===== src/rtl/pool_pkg.sv =====
// Shared types and helpers for the streaming pooling engine.
package pool_pkg;

   typedef enum logic {
      POOL_MAX = 1'b0,
      POOL_AVG = 1'b1
   } pool_mode_e;

   typedef enum logic [2:0] {
      IDLE,
      FETCH,
      FINAL,
      EMIT,
      DONE
   } pool_state_e;

   // Guard bits above DATA_W so a 4x4 sum of extreme samples never wraps.
   localparam int ACC_GUARD = 5;

   function automatic logic [1:0] log2_win(input logic [2:0] w);
      logic [1:0] l;
      case (w)
         3'd2:    l = 2'd1;
         3'd4:    l = 2'd2;
         default: l = 2'd0;
      endcase
      return l;
   endfunction

endpackage


===== src/rtl/pool_reduce.sv =====
// Window reducer: running signed max or sum, result registered after each sample.
// clr marks the first sample of a window and reloads the accumulator from it.
module pool_reduce
   import pool_pkg::*;
#(
   parameter int DATA_W = 16
) (
   input  logic                     clk,
   input  logic                     reset,
   input  logic                     clr,
   input  logic                     en,
   input  logic signed [DATA_W-1:0] sample,
   input  pool_mode_e               mode,
   input  logic [2:0]               shift,
   output logic signed [DATA_W-1:0] result
);
   localparam int ACC_W = DATA_W + ACC_GUARD;

   logic signed [ACC_W-1:0]  acc_q, acc_d, smp_ext, shifted;
   logic signed [DATA_W-1:0] res_q, res_d;

   always_comb begin
      smp_ext = ACC_W'(sample);
      acc_d   = acc_q;
      if (en) begin
         if (clr)
            acc_d = smp_ext;
         else if (mode == POOL_AVG)
            acc_d = acc_q + smp_ext;
         else if (smp_ext > acc_q)
            acc_d = smp_ext;
      end
      shifted = acc_d >>> shift;
      res_d   = (mode == POOL_AVG) ? shifted[DATA_W-1:0] : acc_d[DATA_W-1:0];
   end

   always_ff @(posedge clk or negedge reset) begin
      if (!reset) begin
         acc_q <= '0;
         res_q <= '0;
      end else if (en) begin
         acc_q <= acc_d;
         res_q <= res_d;
      end
   end

   assign result = res_q;

endmodule


===== src/rtl/pool_stream_engine.sv =====
// Streams a row-major feature map from RAM, pools each WxW window (stride S), emits on valid/ready.
// One result per W*W+2 cycles with out_ready high; a stalled result holds and no reads are issued.
module pool_stream_engine
   import pool_pkg::*;
#(
   parameter int DATA_W  = 16,
   parameter int DIM_W   = 6,
   parameter int ADDR_W  = 12,
   parameter int MAX_WIN = 5
) (
   input  logic                     clk,
   input  logic                     reset,
   input  logic                     start,
   input  logic [DIM_W-1:0]         img_size,
   input  logic [2:0]               win_size,
   input  logic [2:0]               stride,
   input  logic                     mode,
   output logic                     rd_en,
   output logic [ADDR_W-1:0]        rd_addr,
   input  logic signed [DATA_W-1:0] rd_data,
   output logic                     out_valid,
   input  logic                     out_ready,
   output logic signed [DATA_W-1:0] out_data,
   output logic                     out_last,
   output logic                     busy,
   output logic                     done,
   output logic                     cfg_err
);
   localparam int SW = DIM_W + 2;
   localparam int PW = 2 * DIM_W + 2;

   pool_state_e       state_q;
   pool_mode_e        mode_q;
   logic [DIM_W-1:0]  n_q, rb_q, cb_q, rb_d, cb_d;
   logic [2:0]        w_q, s_q, shift_q, r_q, c_q, r_d, c_d;
   logic              rd_en_q, rd_first_q, smp_vld_q, smp_first_q;
   logic [ADDR_W-1:0] rd_addr_q;
   logic              out_valid_q, out_last_q, busy_q, done_q, cfg_err_q;
   logic              cfg_bad, col_more, row_more, row_end, win_end;

   function automatic logic [ADDR_W-1:0] word_addr(input logic [DIM_W-1:0] rb, input logic [2:0] r,
                                                   input logic [DIM_W-1:0] cb, input logic [2:0] c,
                                                   input logic [DIM_W-1:0] n);
      logic [PW-1:0] a;
      a = (PW'(rb) + PW'(r)) * PW'(n) + PW'(cb) + PW'(c);
      return ADDR_W'(a);
   endfunction

   always_comb begin
      cfg_bad = (win_size == 3'd0) || (32'(win_size) > MAX_WIN) || (stride == 3'd0)
             || (SW'(win_size) > SW'(img_size))
             || (mode && !(win_size == 3'd1 || win_size == 3'd2 || win_size == 3'd4));

      // Only whole windows are emitted: step on while the next window still fits.
      col_more = (SW'(cb_q) + SW'(s_q) + SW'(w_q)) <= SW'(n_q);
      row_more = (SW'(rb_q) + SW'(s_q) + SW'(w_q)) <= SW'(n_q);
      rb_d     = col_more ? rb_q : rb_q + DIM_W'(s_q);
      cb_d     = col_more ? cb_q + DIM_W'(s_q) : '0;

      row_end  = (c_q == w_q - 3'd1);
      win_end  = row_end && (r_q == w_q - 3'd1);
      r_d      = row_end ? r_q + 3'd1 : r_q;
      c_d      = row_end ? 3'd0 : c_q + 3'd1;
   end

   always_ff @(posedge clk or negedge reset) begin
      if (!reset) begin
         state_q     <= IDLE;
         mode_q      <= POOL_MAX;
         n_q         <= '0;
         w_q         <= '0;
         s_q         <= '0;
         shift_q     <= '0;
         rb_q        <= '0;
         cb_q        <= '0;
         r_q         <= '0;
         c_q         <= '0;
         rd_en_q     <= 1'b0;
         rd_first_q  <= 1'b0;
         rd_addr_q   <= '0;
         smp_vld_q   <= 1'b0;
         smp_first_q <= 1'b0;
         out_valid_q <= 1'b0;
         out_last_q  <= 1'b0;
         busy_q      <= 1'b0;
         done_q      <= 1'b0;
         cfg_err_q   <= 1'b0;
      end else begin
         // RAM returns data one cycle after the strobe; align the sample tags with it.
         smp_vld_q   <= rd_en_q;
         smp_first_q <= rd_first_q;
         unique case (state_q)
            IDLE: if (start) begin
               n_q     <= img_size;
               w_q     <= win_size;
               s_q     <= stride;
               mode_q  <= pool_mode_e'(mode);
               shift_q <= {log2_win(win_size), 1'b0};
               if (cfg_bad) begin
                  state_q   <= DONE;
                  done_q    <= 1'b1;
                  cfg_err_q <= 1'b1;
               end else begin
                  state_q    <= FETCH;
                  busy_q     <= 1'b1;
                  rb_q       <= '0;
                  cb_q       <= '0;
                  r_q        <= '0;
                  c_q        <= '0;
                  rd_en_q    <= 1'b1;
                  rd_first_q <= 1'b1;
                  rd_addr_q  <= '0;
               end
            end
            FETCH: begin
               rd_first_q <= 1'b0;
               if (win_end) begin
                  rd_en_q <= 1'b0;
                  state_q <= FINAL;
               end else begin
                  r_q       <= r_d;
                  c_q       <= c_d;
                  rd_addr_q <= word_addr(rb_q, r_d, cb_q, c_d, n_q);
               end
            end
            FINAL: begin
               state_q     <= EMIT;
               out_valid_q <= 1'b1;
               out_last_q  <= !col_more && !row_more;
            end
            EMIT: if (out_ready) begin
               out_valid_q <= 1'b0;
               out_last_q  <= 1'b0;
               if (out_last_q) begin
                  state_q <= DONE;
                  busy_q  <= 1'b0;
                  done_q  <= 1'b1;
               end else begin
                  state_q    <= FETCH;
                  rb_q       <= rb_d;
                  cb_q       <= cb_d;
                  r_q        <= '0;
                  c_q        <= '0;
                  rd_en_q    <= 1'b1;
                  rd_first_q <= 1'b1;
                  rd_addr_q  <= word_addr(rb_d, 3'd0, cb_d, 3'd0, n_q);
               end
            end
            DONE: begin
               done_q    <= 1'b0;
               cfg_err_q <= 1'b0;
               state_q   <= IDLE;
            end
            default: state_q <= IDLE;
         endcase
      end
   end

   pool_reduce #(.DATA_W(DATA_W)) u_reduce (
      .clk    (clk),
      .reset  (reset),
      .clr    (smp_first_q),
      .en     (smp_vld_q),
      .sample (rd_data),
      .mode   (mode_q),
      .shift  (shift_q),
      .result (out_data)
   );

   assign rd_en     = rd_en_q;
   assign rd_addr   = rd_addr_q;
   assign out_valid = out_valid_q;
   assign out_last  = out_last_q;
   assign busy      = busy_q;
   assign done      = done_q;
   assign cfg_err   = cfg_err_q;

endmodule


===== config.mk =====
export PLATFORM = sky130hd
export DESIGN_NAME = pool_stream_engine
export DESIGN_NICKNAME = d
export VERILOG_FILES = /design/src/rtl/pool_pkg.sv /design/src/rtl/pool_reduce.sv /design/src/rtl/pool_stream_engine.sv
export SDC_FILE = /design/constraint.sdc
export NUM_CORES = 1
export LEC_CHECK = 0
export CORE_MARGIN = 4
export CORE_UTILIZATION = 45
export CTS_CLUSTER_DIAMETER = 200
export CTS_CLUSTER_SIZE = 16
export DETAILED_ROUTE_END_ITERATION = 16
export GPL_ROUTABILITY_DRIVEN = 1
export PLACE_DENSITY = 0.66
export SLEW_MARGIN = 15
export SYNTH_ARGS = -nofsm -noshare
export SYNTH_HDL_FRONTEND = slang
export SYNTH_SLANG_ARGS = --single-unit

===== constraint.sdc =====
create_clock -name clk -period 7.3 [get_ports clk]
set_input_delay 0.73 -clock clk [delete_from_list [all_inputs] [get_ports clk]]
set_output_delay 0.73 -clock clk [all_outputs]
set_load 0.01 [all_outputs]

After elaboration in Yosys (flattened, before gate mapping) --
Cells that the tools add are included.
Storage, ports and cells: bits in read-only memories 0, memories 0, bits of input ports 33, flip-flop bits (word level) 94, bits in latches 0, memory bits (writable) 0, output and inout bits 34, word-level logic and storage cells 148
Cells by class: magnitude comparators 5, add/sub/neg operators 14, divide/modulo/power cells 0, eq/ne operators 17, bitwise logic cells 0, reductions and logical operators 30, multiply operators 2, shifts and indexed selects 1, muxes and demuxes 57
Operators by type and width (number):
- 2-to-1 mux 21 bit | 4
- 2-to-1 mux 12 bit | 5
- 2-to-1 mux 6 bit | 8
- 2-to-1 mux 3 bit | 13
- case mux 12 bit (3 select lines) | 1
- adder 12 x 6 -> 12 bit | 2
- case mux 6 bit (2 select lines) | 2
- adder 21 x 16 -> 21 bit | 1
- adder 6 x 3 -> 7 bit | 3
- greater-than comparator 16 x 21 -> 1 bit | 1
- >>> shifter 21 x 3 -> 16 bit | 1
- AND reduction 5 bit | 4
- case mux 3 bit (3 select lines) | 2
- adder 7 x 3 -> 8 bit | 2
- less-or-equal comparator 8 x 6 -> 1 bit | 2
- 2-to-1 mux 16 bit | 1
- != test 2 bit, second input constant | 8
- adder 12 x 3 -> 12 bit | 1
- adder 6 x 3 -> 6 bit | 2
- multiplier 6 x 6 -> 12 bit | 1
- multiplier 7 x 6 -> 12 bit | 1
- 2-to-1 mux 1 bit | 12
- case mux 3 bit (4 select lines) | 1
- AND reduction 6 bit | 2
- other kinds (19) | 46

Longest topological paths before layout --
depth in word-level cells 9, gate-level depth with buffers 32, gate-level depth less buffers 32

Hierarchy --
From an unflattened synthesis, not the netlist that was laid out.
Second synthesis, totals: cell total of the unflattened synthesis 1441, area, all modules 12060.3 um2
By module, submodules not included:
- pool_stream_engine | times used 1, seq. area each 1426.4 um2, area an instance 6909.1 um2, cells each 763
- pool_reduce | times used 1, seq. area each 925.9 um2, area an instance 5151.2 um2, cells each 678

Worst setup path before layout --
OpenSTA, ideal clock, no wires.
kind register to register, start point register s_q[1], end point register rd_addr_q[11], in the netlist rd_addr[11], setup slack -0.198 ns, buffers on the path 0, cell stages (with the launch flop) 32, arrival 7.365 ns, period minus slack after synthesis 7.498 ns, library setup time 0.133 ns, data required time 7.167 ns, cells stage by stage dfrtp_1 > inv_1 > fa_1 > inv_1 > ha_1 > inv_1 > fa_1 > inv_1 > ha_1 > o21a_1 > o21a_1 > o21a_1 > o21a_1 > o32a_1 > nor2_1 > mux2i_1 > nand2b_1 > fa_1 > fa_1 > inv_1 > fa_1 > inv_1 > fa_1 > inv_1 > ha_1 > a21boi_0 > o21ai_0 > a21oi_1 > o211a_1 > or3_1 > a32oi_1 > o31ai_1
Between the ends: word-level cells in the longest chain between the ends 9, elaborated cells between the ends (all ways) 12, classes of those cells add/sub: 5; mul: 1; order compare: 1; mux: 5
Ends and longest elaborated chain:
- from (decl) | RTL line pool_stream_engine.sv:35 | logic [2:0] w_q, s_q, shift_q, r_q, c_q, r_d, c_d;
- from (signal assigned) | RTL line pool_stream_engine.sv:96 | s_q <= stride;
- adder 6 x 3 -> 7 bit | RTL line pool_stream_engine.sv:55 | col_more = (SW'(cb_q) + SW'(s_q) + SW'(w_q)) <= SW'(n_q);
- adder 7 x 3 -> 8 bit | RTL line pool_stream_engine.sv:55
- less-or-equal comparator 8 x 6 -> 1 bit | RTL line pool_stream_engine.sv:55
- 2-to-1 mux 6 bit | RTL line pool_stream_engine.sv:57 | rb_d = col_more ? rb_q : rb_q + DIM_W'(s_q);
- multiplier 6 x 6 -> 12 bit | RTL line pool_stream_engine.sv:45 | a = (PW'(rb) + PW'(r)) * PW'(n) + PW'(cb) + PW'(c);
- adder 12 x 6 -> 12 bit (*) | RTL line pool_stream_engine.sv:45
- 2-to-1 mux 12 bit (*) | RTL line pool_stream_engine.sv:134 | if (out_last_q) begin
- 2-to-1 mux 12 bit (*) | RTL line pool_stream_engine.sv:131 | EMIT: if (out_ready) begin
- case mux 12 bit (3 select lines) (*) | RTL line pool_stream_engine.sv:92 | unique case (state_q)
- to (signal assigned) | RTL line pool_stream_engine.sv:123 | rd_addr_q <= word_addr(rb_q, r_d, cb_q, c_d, n_q);
- to (signal assigned) | RTL line pool_stream_engine.sv:146 | rd_addr_q <= word_addr(rb_d, 3'd0, cb_d, 3'd0, n_q);
- to (decl) | RTL line pool_stream_engine.sv:37 | logic [ADDR_W-1:0] rd_addr_q;
Every way passes the cells marked *; elsewhere a longest branch is shown, timed or not. The select of a mux whose other input is x is not followed. A chain may end at the register's enable or synchronous reset.

Worst setup path after layout --
start point register w_q[1], end point register rd_addr_q[11], in the netlist rd_addr[11]
Between the ends: word-level cells in the longest chain between the ends 9, elaborated cells between the ends (all ways) 22, classes of those cells add/sub: 6; mul: 2; order compare: 1; eq/ne: 3; mux: 8; reduce/logical: 2
Ends and longest elaborated chain:
- from (decl) | RTL line pool_stream_engine.sv:35
- from (signal assigned) | RTL line pool_stream_engine.sv:95 | w_q <= win_size;
- subtractor 3 x 1 -> 3 bit | RTL line pool_stream_engine.sv:60, pool_stream_engine.sv:61
- == test 3 bit | RTL line pool_stream_engine.sv:60 | row_end = (c_q == w_q - 3'd1);
- 2-to-1 mux 3 bit | RTL line pool_stream_engine.sv:62 | r_d = row_end ? r_q + 3'd1 : r_q;
- adder 6 x 3 -> 7 bit | RTL line pool_stream_engine.sv:45
- multiplier 7 x 6 -> 12 bit | RTL line pool_stream_engine.sv:45
- adder 12 x 6 -> 12 bit | RTL line pool_stream_engine.sv:45
- adder 12 x 3 -> 12 bit | RTL line pool_stream_engine.sv:45
- 2-to-1 mux 12 bit | RTL line pool_stream_engine.sv:117 | if (win_end) begin
- case mux 12 bit (3 select lines) | RTL line pool_stream_engine.sv:92
Several ways; a longest one is shown, not always the timed one. The select of a mux whose other input is x is not followed.

==> impl_metrics.json <==
{
  "path_clk_slew_ps": 70,
  "clock-root-buffer": "clkbuf_16",
  "hold_ws_ps": 308,
  "required_ps": 7530,
  "crit_fanout": 4,
  "rr_worst_depth": 31,
  "crit_type": "flop to flop",
  "ant_nets": 0,
  "synth_compound_area_share_pct": 22.1,
  "cp.arrival_ps": 7440,
  "slowest_stage": "fa_1",
  "grt_pass1_wl_um": 55300,
  "post-place-ws_ps": -77.9,
  "initial_core_util_pct": 45.9,
  "rsz0062_at_grt": "yes",
  "netlist_area_um2": 11200,
  "first_pass_iters": 6,
  "p_switching_mw": 3.02,
  "n_fill_cell": 2302,
  "grt-ovfl-total": 0,
  "wl_met3_um": 1710,
  "max_slew_margin_pct": 35.3,
  "drc": 0,
  "ir_worst_vdd_mv": 0.251,
  "finClkSkew_ps": 9.60,
  "cts_tree": "done",
  "hp-class": "input port to async pin",
  "muxShareOfSynthArea_pct": 2.65,
  "top_layer_used": "met4",
  "cts_made_buffers": 9,
  "route.met2.wl_um": 17000,
  "tns_ps": 0,
  "num_vias": 10116,
  "syn_avg_cell_area_um2": 8.50,
  "core_um2": 24300,
  "finalCriticalPeriod_ps": 7200,
  "critPathMaxStageDelay_ps": 550,
  "power_mw": 5.77,
  "synth.distinct_cells": 85,
  "holdBufCountCts": 0,
  "synth_ff_type": "dfrtp_1",
  "post-route-period-util_pct": 98.7,
  "placed_area_um2": 12300,
  "clk_latency_ps": 360,
  "wire_per_inst_um": 20.2,
  "synth_top_family_by_area": "adder cells",
  "syn-num-nets": 1541,
  "grt_antenna_before_repair": 0,
  "gp_congestion": 1.01,
  "die-area_um2": 27400,
  "fmax_mhz": 139,
  "num_rows": 57,
  "via_per_inst": 5.88,
  "ys_ff_latch": 94,
  "grt_pass1_vias": 10109,
  "wl_um": 34800,
  "power_density_nw_per_um2": 450,
  "cp-end-kind": "flop",
  "m1WireLength_um": 14600,
  "max_cap_viol_count": 0,
  "regArea_um2": 2350,
  "async_flop_share_pct": 100,
  "cts.sinks": 94,
  "drive_gt1_share_pct": 9.38,
  "seqPwrFrac_pct": 17.5,
  "fin_area_um2": 12800,
  "io_pins": 67,
  "synth-simple-area-share_pct": 16.2,
  "dp.cells": 1702,
  "fin_cells": 1721,
  "antennaDiodeCount": 0,
  "clockBufferDepth": 2,
  "power_leakage_nw": 6.18,
  "yosys.area_share.adder_pct": 25.8,
  "ys_warn_count": 0,
  "fin_util_pct": 52.7,
  "final_nets": 1620,
  "internal_power_mw": 2.74,
  "synth-xor-area-share_pct": 4.48,
  "worst_pin_slew_ps": 963,
  "htree_levels": 3,
  "multi_input_comb_area_um2": 8130,
  "grt_use_total_pct": 25.9,
  "hold_viol_final": 0,
  "syn-instance-count": 1313,
  "die_y_um": 165,
  "die_w_um": 165,
  "grt_max_degree": 68,
  "setup_viol": 0,
  "power_frac_clock_pct": 8.9,
  "drt_iter0_drc": 823,
  "drv_slew": 0,
  "dp_hpwl_um": 27300,
  "areaGrowthSynthToFinish_pct": 14.9,
  "io_buffer_count": 66,
  "synth_edf_count": 0,
  "combPwrFrac_pct": 73.6,
  "ys_seq_area_share_pct": 21.1,
  "postLayoutSetupSlackWorst_ps": 95.1,
  "start_kind": "flop",
  "status": "completed",
  "swShare_pct": 52.4
}
power groups by stage:
stage | logic (mW) | clock network (mW) | registers (mW)
final | 4.25 | 0.513 | 1.01
after global routing | 4.71 | 0.545 | 1.03
after global placement | 3.97 | 0 | 1.00
after detailed placement | 4.01 | 0 | 1.01
after CTS | 4.10 | 0.521 | 0.997
after floorplan | 2.78 | 0 | 0.911
timing repair:
item / in CTS / in global routing
gates resized for setup: 7 / 30
pin swaps: 10 / 23
endpoints found under the setup margin: 1 / 5
buffers inserted: 2 / 1
metal layers:
metal  vias to the layer above  GRT usage [%]
met2                       331           45.0
li1                       4782              -
met5                         -              0
met4                         0           10.2
met3                        78           2.46
met1                      4925           33.2
final cells by class:
class | instances | area share, %
Clock buffer | 10 | 1.86
Clock inverter | 6 | 0.586
Multi-Input combinational cell | 1010 | 63.5
Sequential cell | 94 | 18.4
Inverter | 169 | 4.95
Timing Repair Buffer | 108 | 7.62
Tap cell | 324 | 3.16
Yosys cell counts (10+ instances only):
cell,n,area [um^2]
o211ai_1,20,150
ha_1,136,1700
and2_1,23,144
nand2_1,116,435
xor2_1,15,131
a31oi_1,10,62.6
nor3_1,21,105
nand3_1,23,115
mux2i_1,12,120
o221ai_1,11,96.3
dfrtp_1,94,2350
inv_1,167,627
o31ai_1,15,113
or3_1,11,68.8
nor2b_1,19,119
a21o_1,27,203
xnor2_1,42,368
clkbuf_1,30,113
fa_1,59,1180
o21ai_0,79,395
nand2b_1,27,169
nor2_1,88,330
a21oi_1,80,400
a211oi_1,15,113
a22oi_1,10,75.1
cells in the final DEF, fill, tap and decap left out, types with 20 or more instances in the layout:
cell type / count
inv_1: 159
ha_1: 131
nand2_1: 116
dfrtp_1: 93
nor2_1: 86
a21oi_1: 76
o21ai_0: 74
clkdlybuf4s50_1: 65
fa_1: 59
buf_4: 42
xnor2_1: 40
a21o_1: 27
nand2b_1: 25
and2_1: 23
nand3_1: 22
nor3_1: 21
o211ai_1: 20
worst max-delay path: cells and delay by family, from the launching register on:
kind | cells | cell delay [ps]
mux | 1 | 280
simple gates | 3 | 720
buf+inv | 7 | 350
compound gates | 11 | 1840
fa+ha+maj | 9 | 3510
flops | 1 | 390
logic make-up after synthesis:
kind of cell	after synthesis
AND/OR/NAND/NOR	370
multiplexers	25
AO/OA/AOI/OAI	363
adder cells (fa/ha/maj)	195
XOR/XNOR	57
buffers and inverters	209
flip-flops	94
flip-flops by register name (all words and copies together), names as in the netlist:
register,cells
busy,1
c_q,3
cb_q,6
cfg_err,1
done,1
mode_q,1
n_q,6
out_last,1
out_valid,1
r_q,3
rb_q,6
rd_addr,12
rd_en,1
rd_first_q,1
s_q,3
shift_q,2
smp_first_q,1
smp_vld_q,1
state_q,3
u_reduce.acc_q,21
u_reduce.result,16
w_q,3
final timing paths:
kind                                  from          end  slack, ps
min in group clk                rd_first_q  smp_first_q        380
worst max register to register      w_q[1]  rd_addr[11]        100
worst max-delay path                w_q[1]  rd_addr[11]        100
worst min register to register  rd_first_q  smp_first_q        380
max in group asynchronous            reset       s_q[1]       5730
worst min-delay path                 reset       n_q[2]        310
(Power assumes the default switching activity.)
==> RTL change 1: new RTL, same flow settings <==
Put one more register stage on the output `cfg_err`, cleared by the reset. The value now appears one clock later. The other outputs are not delayed to match.
--- a/src/rtl/pool_stream_engine.sv
+++ b/src/rtl/pool_stream_engine.sv
@@ -174,5 +174,11 @@
    assign busy      = busy_q;
    assign done      = done_q;
-   assign cfg_err   = cfg_err_q;
+   always_ff @(posedge clk or negedge reset) begin
+      if (!reset) begin
+         cfg_err <= '0;
+      end else begin
+         cfg_err <= cfg_err_q;
+      end
+   end
 
 endmodule
Check against the original RTL: not equivalent (Yosys sat finds a counterexample within 4 cycles, from zero or initial values and one cycle with reset low).
==> RTL change 1 against the original RTL <==
Area after synthesis up 0.22%. Power fell by 0.47%. Sequential cell count up 1. Largest power group unchanged. Routed wire length is 1.6% lower. Final area fell by 0.11%. Sequential share of layout area is 0.22 points higher. Clock skew is 0.0040 ns higher. Setup slack improved by 0.045 ns.
==> RTL change 1: results (changes against the original RTL) <==
| Metric | Value |
|---|---|
| Status | finished, final reports clean (unchanged) |
| GRT Overall Usage | 0.250 (was 0.259) |
| Clock skew | 0.0136 ns (was 0.00960 ns) |
| Setup WS pre-CTS | -0.129 ns (was -0.0779 ns) |
| Grt met3 use | 0.0317 (was 0.0246) |
| Leak | 0.00618 uW (about the same) |
| First-pass GRT wire length | 55.5 mm (was 55.3 mm) |
| Top cells by area, synth | dfrtp_1 (21%), ha_1 (15%), fa_1 (11%), inv_1 (5.6%), nand2_1 (3.9%) (unchanged) |
| First-pass iteration count of the detailed router | 5 (was 6) |
| Vias in the first global route | 10100 (about the same) |
| Max VDD drop | 207 uV (was 251 uV) |
| Pin count of the biggest net entering global routing | 54 (was 68) |
| GPL Wtd Cong | 0.997 (was 1.01) |
| Initial drt markers | 835 (was 823) |
| Met2 routed WL | 16.9 mm (was 17.0 mm) |
| Worst Hold Slack | 0.358 ns (was 0.308 ns) |
| Worst reg2reg startpoint | s_q[1]$_DFFE_PN0P_ (was w_q[1]$_DFFE_PN0P_) |
| Sw Ratio | 0.527 (was 0.524) |
| Logic gate share of total power | 0.742 (was 0.736) |
| Area after DPL | 12300 sq um (about the same) |
| Max_slew headroom | 0.288 (was 0.353) |
| Met1 Wirelength | 14.7 mm (was 14.6 mm) |
| Yosys reg bits | 95 (was 94) |
| Via-to-Cell Ratio | 5.85 (was 5.88) |
| Hpwl dp | 27.0 mm (was 27.3 mm) |
| Post-Route WL | 34.3 mm (was 34.8 mm) |
| Inst Count DP | 1698 (was 1702) |
| Met1 Use GR | 0.328 (was 0.332) |
| Filler Cell Count | 2341 (was 2302) |
| Most common library cells after synthesis | inv_1 (167), ha_1 (136), nand2_1 (116), dfrtp_1 (95), nor2_1 (88) (was inv_1 (167), ha_1 (136), nand2_1 (116), dfrtp_1 (94), nor2_1 (88)) |
| Share of layout cells above drive strength 1 | 0.0931 (was 0.0938) |
| Avg Cell Area, Syn | 8.51 sq um (was 8.50 sq um) |
| Met2 GRT Util | 0.431 (was 0.450) |
| WL met3 | 1.75 mm (was 1.71 mm) |
| Total power | 5740 uW (was 5770 uW) |
==> RTL change 1: changes by cell type after synthesis <==
cell,before,now
dfrtp_1,94,95
==> RTL change 1: area by class of cell <==
class                           instances  area [sq um]  area share
Clock buffer                            9           225      0.0176
Clock inverter                          7          60.1     0.00469
Inverter                              169           634      0.0495
Multi-Input combinational cell       1010          8130       0.635
Sequential cell                        95          2380       0.186
Tap cell                              324           405      0.0317
Timing Repair Buffer                  107           970      0.0757
==> RTL change 1: critical path: cells and delay by family, from the launching register on <==
kind            cells  cell delay (ns)
fa+ha+maj           9             3.44
compound gates     11             1.80
simple gates        3             0.72
flops               1             0.41
buf+inv             7             0.37
mux                 1             0.28
==> RTL change 1: cells by family after synthesis <==
group | count (synthesis) | synth area share
muxes | 25 | 0.0264
adders and majority gates | 195 | 0.258
DFF | 95 | 0.213
AOI/OAI and AO/OA | 363 | 0.220
xor gates and xnor gates | 57 | 0.0447
buffers and inverters | 209 | 0.0767
and+or+nand+nor | 370 | 0.162
==> RTL change 1: worst max-delay path by stage <==
stage,to,slack [ns],cells after the start
3_3_place_gp,rd_addr[11]$_DFFE_PN0P_,0.007,31
6_report,rd_addr[11]$_DFFE_PN0P_,0.14,31
3_5_place_dp,rd_addr[11]$_DFFE_PN0P_,-0.13,31
2_1_floorplan,rd_addr[11]$_DFFE_PN0P_,0.05,31
5_1_grt,rd_addr[11]$_DFFE_PN0P_,-0.14,31
4_1_cts,rd_addr[11]$_DFFE_PN0P_,0.04,31
==> RTL change 1: what timing repair did <==
| item | 4_1_cts | 5_1_grt |
|---|---|---|
| endpoints found under the setup margin | 1 | 5 |
| hold endpoints to repair | 0 | 0 |
| gates resized for setup | 14 | 21 |
| buffers inserted | 4 | 3 |
| pin swaps | 12 | 20 |
==> RTL change 2: new RTL, same settings <==
Made on the original files. Change the parameter `ADDR_W` from 12 to 10.
--- a/src/rtl/pool_stream_engine.sv
+++ b/src/rtl/pool_stream_engine.sv
@@ -6,5 +6,5 @@
    parameter int DATA_W  = 16,
    parameter int DIM_W   = 6,
-   parameter int ADDR_W  = 12,
+   parameter int ADDR_W  = 10,
    parameter int MAX_WIN = 5
 ) (
Interface: changed (resized rd_addr); port bits go from 67 to 65. The function was not compared with the original's and may differ.
==> RTL change 2 against the original RTL <==
Via count shrank 9.0%. Non-clock buffer count grew 10. Routed wire length shrank 15%. Sequential cell count shrank 2. Area after synthesis shrank 7.3%. Clock skew grew 0.0056 ns. Final area shrank 5.8%. Power shrank 13%. Clock power shrank 8.8%. Setup slack gained 0.15 ns. Global-route usage shrank 2.9 points. Fmax grew 2.1%. Count of clock-buffer cells in the layout shrank 1.
==> RTL change 2: results (changes against the original RTL) <==
| Metric | Value |
|---|---|
| CP Data Arrival Time | 7.30 ns (was 7.44 ns) |
| Hpwl dp | 23.0 mm (was 27.3 mm) |
| Share of layout cells above drive strength 1 | 0.0945 (was 0.0938) |
| Sequential area share after synthesis | 0.223 (was 0.211) |
| Setup CP Type | register to register (unchanged) |
| Top cells by area, synth | dfrtp_1 (22%), ha_1 (15%), fa_1 (11%), inv_1 (5.2%), nand2_1 (4.5%) (was dfrtp_1 (21%), ha_1 (15%), fa_1 (11%), inv_1 (5.6%), nand2_1 (3.9%)) |
| PostCTS Resize Cnt | 6 (was 7) |
| Via-to-Cell Ratio | 5.77 (was 5.88) |
| Average wire per standard cell | 18.5 um (was 20.2 um) |
| First-pass iteration count of the detailed router | 5 (was 6) |
| R2r setup slk | 0.24 ns (was 0.1 ns) |
| Max VDD drop | 155 uV (was 251 uV) |
| Yosys cell types | 77 (was 85) |
| Post-CTS Setup Bufs | 6 (was 2) |
| GRT Overall Usage | 0.230 (was 0.259) |
| Filler Cell Count | 2099 (was 2302) |
| Worst setup path end | rd_addr[9]$_DFFE_PN0P_ (was rd_addr[11]$_DFFE_PN0P_) |
| CP Max Fanout | 5 (was 4) |
| Xor/xnor share of the synthesized area | 0.0555 (was 0.0448) |
| Clock skew | 0.0152 ns (was 0.00960 ns) |
| Inst Count DP | 1567 (was 1702) |
| Met1 Wirelength | 12.2 mm (was 14.6 mm) |
| TritonCTS Buffers | 9 (unchanged) |
| GPL Wtd Cong | 0.921 (was 1.01) |
| Slew of the pin with the lowest slew margin | 0.992 ns (was 0.963 ns) |
| Grt met3 use | 0.0246 (about the same) |
| First-pass GRT wire length | 48.1 mm (was 55.3 mm) |
| Post-Route WL | 29.6 mm (was 34.8 mm) |
| Initial drt markers | 688 (was 823) |
| Pin count of the biggest net entering global routing | 80 (was 68) |
| WL met3 | 1.48 mm (was 1.71 mm) |
| Syn nets | 1441 (was 1541) |
| Avg Cell Area, Syn | 8.40 sq um (was 8.50 sq um) |
| Vias in the first global route | 9257 (was 10100) |
| Met1 Use GR | 0.292 (was 0.332) |
| Adder-Cell Fraction of Synth Area | 0.256 (was 0.258) |
| # nets final | 1517 (was 1620) |
| Number of buffers added on ports | 64 (was 66) |
| Status | finished, final reports clean (unchanged) |
==> RTL change 2: through the flow <==
step | setup slack, ns | setup TNS [ns] | hold slack [ns] | utilization | area (sq um)
2_1_floorplan | 0.0139 | 0 | 0.354 | - | 10400
3_3_place_gp | -0.0162 | -0.0162 | 0.367 | 0.506 | 11400
3_5_place_dp | -0.157 | -0.157 | 0.385 | 0.506 | 11400
4_1_cts | 0.000195 | 0 | 0.215 | 0.522 | 11800
5_1_grt | -0.143 | -0.181 | 0.224 | 0.533 | 12100
6_report | 0.244 | 0 | 0.212 | 0.533 | 12100
==> RTL change 2: layout make-up <==
cell class / count / share of cell area
multi-input combinational: 940 / 0.621
timing repair buffer: 118 / 0.0887
clock inverter: 7 / 0.00580
clock buffer: 9 / 0.0187
tap: 285 / 0.0295
inverter: 146 / 0.0454
sequential: 92 / 0.191
==> RTL change 2: power breakdown <==
group          total [uW]  leakage, uW  internal, uW  switching [uW]
logic                3600      0.00449          1520            2080
registers             957      0.00114           712             245
clock network         468     0.000141           239             229
